## src/rtl/ifu_fetch.sv

```systemverilog
// Instruction fetch stage: owns the PC, reads one instruction at a time over
// an AR/R read channel and hands {pc, inst, fault} to decode via valid/ready.
// Ports:
//   clock, reset                      - clock, synchronous active-high reset
//   arvalid_o/arready_i/araddr_o      - read-address channel to instruction memory
//   rvalid_i/rready_o/rdata_i/rresp_i - read-data channel from instruction memory
//   redirect_valid_i/redirect_pc_i    - PC change request from downstream
//   valid_o/ready_i/pc_o/inst_o/fault_o - instruction handoff to decode
module ifu_fetch #(
    parameter logic [31:0] RESET_PC = 32'h8000_0000,
    parameter int          INST_W   = 32
) (
    input  logic              clock,
    input  logic              reset,
    output logic              arvalid_o,
    input  logic              arready_i,
    output logic [31:0]       araddr_o,
    input  logic              rvalid_i,
    output logic              rready_o,
    input  logic [INST_W-1:0] rdata_i,
    input  logic [1:0]        rresp_i,
    input  logic              redirect_valid_i,
    input  logic [31:0]       redirect_pc_i,
    output logic              valid_o,
    input  logic              ready_i,
    output logic [31:0]       pc_o,
    output logic [INST_W-1:0] inst_o,
    output logic              fault_o
);

    typedef enum logic [1:0] {
        S_AR   = 2'd0,
        S_R    = 2'd1,
        S_HOLD = 2'd2
    } state_t;

    state_t            state_q, state_d;
    logic [31:0]       fetch_pc_q, fetch_pc_d;
    logic              squash_q, squash_d;
    logic [31:0]       pc_q, pc_d;
    logic [INST_W-1:0] inst_q, inst_d;
    logic              fault_q, fault_d;
    logic              arvalid_c, rready_c, valid_c;

    always_comb begin
        state_d    = state_q;
        fetch_pc_d = fetch_pc_q;
        squash_d   = squash_q;
        pc_d       = pc_q;
        inst_d     = inst_q;
        fault_d    = fault_q;
        arvalid_c  = 1'b0;
        rready_c   = 1'b0;
        valid_c    = 1'b0;
        unique case (state_q)
            S_AR: begin
                arvalid_c = 1'b1;
                if (redirect_valid_i) begin
                    fetch_pc_d = redirect_pc_i;
                end
                if (arready_i) begin
                    state_d = S_R;
                    // Address already went out with the old PC: its data is wrong-path.
                    if (redirect_valid_i) begin
                        squash_d = 1'b1;
                    end
                end
            end
            S_R: begin
                rready_c = 1'b1;
                if (redirect_valid_i) begin
                    fetch_pc_d = redirect_pc_i;
                    if (rvalid_i) begin
                        squash_d = 1'b0;
                        state_d  = S_AR;
                    end else begin
                        squash_d = 1'b1;
                    end
                end else if (rvalid_i) begin
                    if (squash_q) begin
                        squash_d = 1'b0;
                        state_d  = S_AR;
                    end else begin
                        pc_d    = fetch_pc_q;
                        fault_d = (rresp_i != 2'b00);
                        inst_d  = (rresp_i == 2'b00) ? rdata_i : INST_W'(32'h0000_0013);
                        state_d = S_HOLD;
                    end
                end
            end
            S_HOLD: begin
                // A redirect kills the held instruction in the same cycle.
                valid_c = ~redirect_valid_i;
                if (redirect_valid_i) begin
                    fetch_pc_d = redirect_pc_i;
                    state_d    = S_AR;
                end else if (ready_i) begin
                    fetch_pc_d = pc_q + 32'd4;
                    state_d    = S_AR;
                end
            end
            default: begin
                state_d = S_AR;
            end
        endcase
    end

    always_ff @(posedge clock) begin
        if (reset) begin
            state_q    <= S_AR;
            fetch_pc_q <= RESET_PC;
            squash_q   <= 1'b0;
            pc_q       <= 32'd0;
            inst_q     <= '0;
            fault_q    <= 1'b0;
        end else begin
            state_q    <= state_d;
            fetch_pc_q <= fetch_pc_d;
            squash_q   <= squash_d;
            pc_q       <= pc_d;
            inst_q     <= inst_d;
            fault_q    <= fault_d;
        end
    end

    // Outputs are forced idle while reset is held, even before the first edge.
    assign arvalid_o = arvalid_c & ~reset;
    assign rready_o  = rready_c & ~reset;
    assign valid_o   = valid_c & ~reset;
    assign araddr_o  = fetch_pc_q;
    assign pc_o      = reset ? 32'd0 : pc_q;
    assign inst_o    = reset ? '0 : inst_q;
    assign fault_o   = reset ? 1'b0 : fault_q;

endmodule

```

## config.mk

```make
export PLATFORM = sky130hd
export DESIGN_NAME = ifu_fetch
export DESIGN_NICKNAME = d
export VERILOG_FILES = /design/src/rtl/ifu_fetch.sv
export SDC_FILE = /design/constraint.sdc
export NUM_CORES = 1
export LEC_CHECK = 0
export CAP_MARGIN = 10
export CORE_MARGIN = 3
export CORE_UTILIZATION = 45
export CTS_CLUSTER_SIZE = 24
export DETAILED_ROUTE_END_ITERATION = 8
export GPL_ROUTABILITY_DRIVEN = 0
export HOLD_SLACK_MARGIN = 0.05
export PLACE_DENSITY = 0.81
export SYNTH_ARGS = -nofsm -noshare
export SYNTH_HDL_FRONTEND = slang
export SYNTH_SLANG_ARGS = --single-unit
```

## constraint.sdc

```tcl
create_clock -name clock -period 2.4 [get_ports clock]
set_input_delay 0.48 -clock clock [delete_from_list [all_inputs] [get_ports clock]]
set_output_delay 0.48 -clock clock [all_outputs]
set_load 0.02 [all_outputs]
```

==> run_summary.xml <==
<?xml version="1.0" encoding="UTF-8"?>
<metrics>
  <group name="worst_setup_path">
    <metric name="critical_path_arrival" unit="ps">1780</metric>
    <metric name="critical_path_required" unit="ps">1920</metric>
    <metric name="setup.worst_path.end_class" unit="">primary output</metric>
    <metric name="worstSetupPathType" unit="">in -&gt; out</metric>
    <metric name="crit_path_start_kind" unit="">input port</metric>
    <metric name="worstPathMaxFanout" unit="">39</metric>
  </group>
  <group name="die">
    <metric name="die_h" unit="um">108</metric>
    <metric name="core.rowCount" unit="">36</metric>
    <metric name="fp.dieArea" unit="mm2">0.0116</metric>
    <metric name="top_level_ports" unit="">172</metric>
    <metric name="core_region_area" unit="mm2">0.00991</metric>
    <metric name="die_width" unit="um">108</metric>
    <metric name="initial_core_utilization" unit="%">47.0</metric>
  </group>
  <group name="sta">
    <metric name="rsz0062_at_grt" unit="">no</metric>
    <metric name="finalCritPeriodShare" unit="%">94.0</metric>
    <metric name="timing.final.hold_violations" unit="">0</metric>
    <metric name="final_report_max_slew_violation_count" unit="">0</metric>
    <metric name="worst_margin_pin_slew" unit="ps">422</metric>
    <metric name="highest_achievable_clock_rate" unit="MHz">443</metric>
    <metric name="final_critical_path_required_period" unit="ps">2260</metric>
    <metric name="fin_worst_skew" unit="ps">10.5</metric>
    <metric name="report.final.setup_viol" unit="">0</metric>
    <metric name="final.setup.tns" unit="ps">0</metric>
    <metric name="worst_slew_margin_rel" unit="%">71.8</metric>
  </group>
  <group name="synth">
    <metric name="synthMuxAreaShare" unit="%">0.430</metric>
    <metric name="synth_compound_gate_area_share" unit="%">18.9</metric>
    <metric name="post_synth_inst_count" unit="">567</metric>
    <metric name="syn_std_cell_area" unit="mm2">0.00465</metric>
    <metric name="synth-edff-count" unit="">0</metric>
    <metric name="ys_async_sr_fraction" unit="%">0</metric>
    <metric name="adder_cell_share_of_the_synthesized_area" unit="%">0.269</metric>
    <metric name="yosysSeqAreaShare" unit="%">43.0</metric>
    <metric name="ys_types" unit="">44</metric>
    <metric name="yosysWarnings" unit="">0</metric>
    <metric name="synth_seq_cells" unit="">100</metric>
    <metric name="synth_top_family_by_area" unit="">simple AND/OR/NAND/NOR gates</metric>
    <metric name="post_synth.cell_area_avg" unit="um2">8.21</metric>
    <metric name="netlist_top_cells_count" unit="">dfxtp_1, nand2_1, nor2b_1, a21oi_1, clkbuf_1</metric>
    <metric name="most_area_hungry_cell_type_in_the_yosys_netlist" unit="">dfxtp_1</metric>
    <metric name="synth.top_cell.area_share" unit="%">43.0</metric>
    <metric name="post_synth_main_area_contributors" unit="">dfxtp_1, nor2b_1, nand2_1, a22o_1, a21oi_1</metric>
    <metric name="post_synth_and_or_nand_nor_area_fraction" unit="%">28.3</metric>
    <metric name="postSynthNetCount" unit="">640</metric>
    <metric name="synth-xor-area-share" unit="%">4.89</metric>
    <metric name="ys_dominant_reg_cell" unit="">dfxtp_1</metric>
  </group>
  <group name="clocking">
    <metric name="ctsResizeCount" unit="">0</metric>
    <metric name="path_clk_slew" unit="ps">90</metric>
    <metric name="clock_tree_from_tritoncts" unit="">yes</metric>
    <metric name="cts-root-to-sink-buffers" unit="">2</metric>
    <metric name="clkSinkCount" unit="">100</metric>
    <metric name="ctsHtreeMaxLevel" unit="">3</metric>
    <metric name="numCtsBuffers" unit="">9</metric>
    <metric name="post_cts_setup_buffer_count" unit="">0</metric>
    <metric name="holdBufCountCts" unit="">0</metric>
    <metric name="worstSkewPairLatency" unit="ps">360</metric>
    <metric name="cts_root_buf" unit="">clkbuf_8</metric>
  </group>
  <group name="placement">
    <metric name="hpwl" unit="mm">10.4</metric>
    <metric name="buffer_ports.inserted" unit="">171</metric>
  </group>
  <group name="pwr">
    <metric name="total_power" unit="mW">3.37</metric>
    <metric name="power_leakage" unit="nW">2.47</metric>
    <metric name="cellPowerDensity" unit="mW/mm2">490</metric>
    <metric name="peakVddDrop" unit="V">0.000281</metric>
  </group>
  <group name="detailed_routing">
    <metric name="routed_wirelength" unit="mm">14.3</metric>
    <metric name="route.met3.wl" unit="um">895</metric>
    <metric name="antenna_violating_nets_post_route" unit="">0</metric>
    <metric name="drc_errors" unit="">0</metric>
    <metric name="detail_route.iter0.violations" unit="">254</metric>
    <metric name="first_pass_iters" unit="">5</metric>
    <metric name="routed-via-count" unit="">4726</metric>
    <metric name="top_layer" unit="">met4</metric>
    <metric name="dr_wl_met2" unit="mm">7.13</metric>
    <metric name="drt-vias-per-instance" unit="">5.41</metric>
    <metric name="met1_length" unit="mm">6.00</metric>
    <metric name="wl_per_cell" unit="um">16.4</metric>
  </group>
  <group name="layout">
    <metric name="final_layout_size_suffix_gt1_share" unit="%">7.42</metric>
    <metric name="area_growth_syn_to_layout" unit="%">47.7</metric>
    <metric name="antenna_cells_inserted" unit="">0</metric>
    <metric name="nets" unit="">810</metric>
    <metric name="fillers" unit="">798</metric>
  </group>
  <group name="grt">
    <metric name="grt_max_degree" unit="">40</metric>
    <metric name="overflow" unit="">0</metric>
    <metric name="number_of_global_route_vias_before_repair" unit="">4614</metric>
    <metric name="antenna_found_initial" unit="">0</metric>
    <metric name="groute.usage.overall" unit="%">24.5</metric>
    <metric name="grt_pass1_wl" unit="mm">22.9</metric>
  </group>
  <group name="outcome">
    <metric name="run_status" unit="">finished, final reports clean</metric>
  </group>
  <group name="worst_hold_path">
    <metric name="holdCritPathClass" unit="">reg -&gt; reg</metric>
  </group>
  <group name="flow_run">
    <metric name="max_cap_viol_count" unit="">0</metric>
  </group>
</metrics>
[sequential cells by signal (all words and copies together), names as in the netlist]
| signal | flops |
|---|---|
| state_q | 2 |
| fault_q | 1 |
| pc_q | 32 |
| inst_q | 32 |
| squash_q | 1 |
| araddr_o | 32 |
[per-stage QoR]
step	std cells	instance area (um2)	hold WS (ps)	utilization, %	setup slack [ps]
global placement	859	6660	449	67.2	3.94
finish	874	6870	465	69.3	143
floorplan	567	4650	445	-	306
global route	874	6870	489	69.3	74.5
detailed placement	859	6660	458	67.2	20.0
CTS	874	6870	459	69.3	19.5
[routing by layer]
layer	vias to the layer above	GRT usage, %
li1	2301	-
met1	2216	31.3
met2	182	41.3
met3	27	4.50
met4	0	8.57
met5	-	0
[worst max-delay path, cell delays in order]
cell	delay (ps)
buf_4	230
buf_12	220
nor2b_1	190
clkdlybuf4s50_1	640
[layout by cell type (no fill, tap or decap), types with 2 or more instances in the layout]
| cell | n |
|---|---|
| clkdlybuf4s50_1 | 169 |
| nand2_1 | 100 |
| dfxtp_1 | 99 |
| nor2b_1 | 62 |
| a21oi_1 | 49 |
| a22o_1 | 29 |
| buf_4 | 28 |
| nor2_1 | 27 |
| nand3_1 | 18 |
| xor2_1 | 15 |
| nor3_1 | 13 |
| xnor2_1 | 11 |
| clkbuf_8 | 9 |
| o21ai_0 | 8 |
| a21boi_0 | 8 |
| inv_1 | 7 |
| nand4_1 | 7 |
| nor4_1 | 7 |
| o22ai_1 | 7 |
| and3_1 | 5 |
| a211o_1 | 5 |
| o211ai_1 | 4 |
| buf_12 | 4 |
| nor3b_1 | 3 |
| a221oi_1 | 3 |
| a31oi_1 | 3 |
| a311oi_1 | 3 |
| nand3b_1 | 2 |
| and2_1 | 2 |
| nor4_4 | 2 |
| a2111oi_0 | 2 |
| and4_1 | 2 |
| or3_1 | 2 |
| a211oi_1 | 2 |
| mux2i_1 | 2 |
| clkinvlp_4 | 2 |
| clkbuf_1 | 2 |
| bufinv_16 | 2 |
[logic make-up (layout without fill, tap and decap cells)]
group	count (synthesis)	after routing
xor gates and xnor gates	26	26
adders and majority gates	1	1
and+or+nand+nor	258	258
muxes	2	2
AOI/OAI and AO/OA	130	130
buffers and inverters	50	224
DFF	100	100
[path summary, 6_finish.rpt]
kind,to,slack (ps),start,depth (start not counted)
worst max-delay path,inst_o[25],140,reset,4
worst max register to register,araddr_o[30]$_SDFFE_PP0P_,240,pc_q[7]$_SDFFE_PP0P_,5
worst min register to register,pc_q[10]$_SDFFE_PP0P_,470,araddr_o[10]$_SDFFE_PP0P_,2
worst min-delay path,pc_q[10]$_SDFFE_PP0P_,470,araddr_o[10]$_SDFFE_PP0P_,2
[cell type report]
class                   instances  area, um2  share of cell area [%]
multi-input cells             417       2470                    36.0
flip-flops and latches        100       2000                    29.2
well taps                     133        166                    2.42
inverters                       7       26.3                   0.382
clock inverters                 4       75.1                    1.09
repair buffers                202       1990                    29.0
clock buffers                  11        131                    1.91
[power by group]
group | internal [mW] | switching, mW | total (mW)
clock | 0.583 | 0.557 | 1.14
combinational | 0.253 | 0.221 | 0.474
sequential | 1.71 | 0.0448 | 1.75
Power figures use the tool's default switching activity.
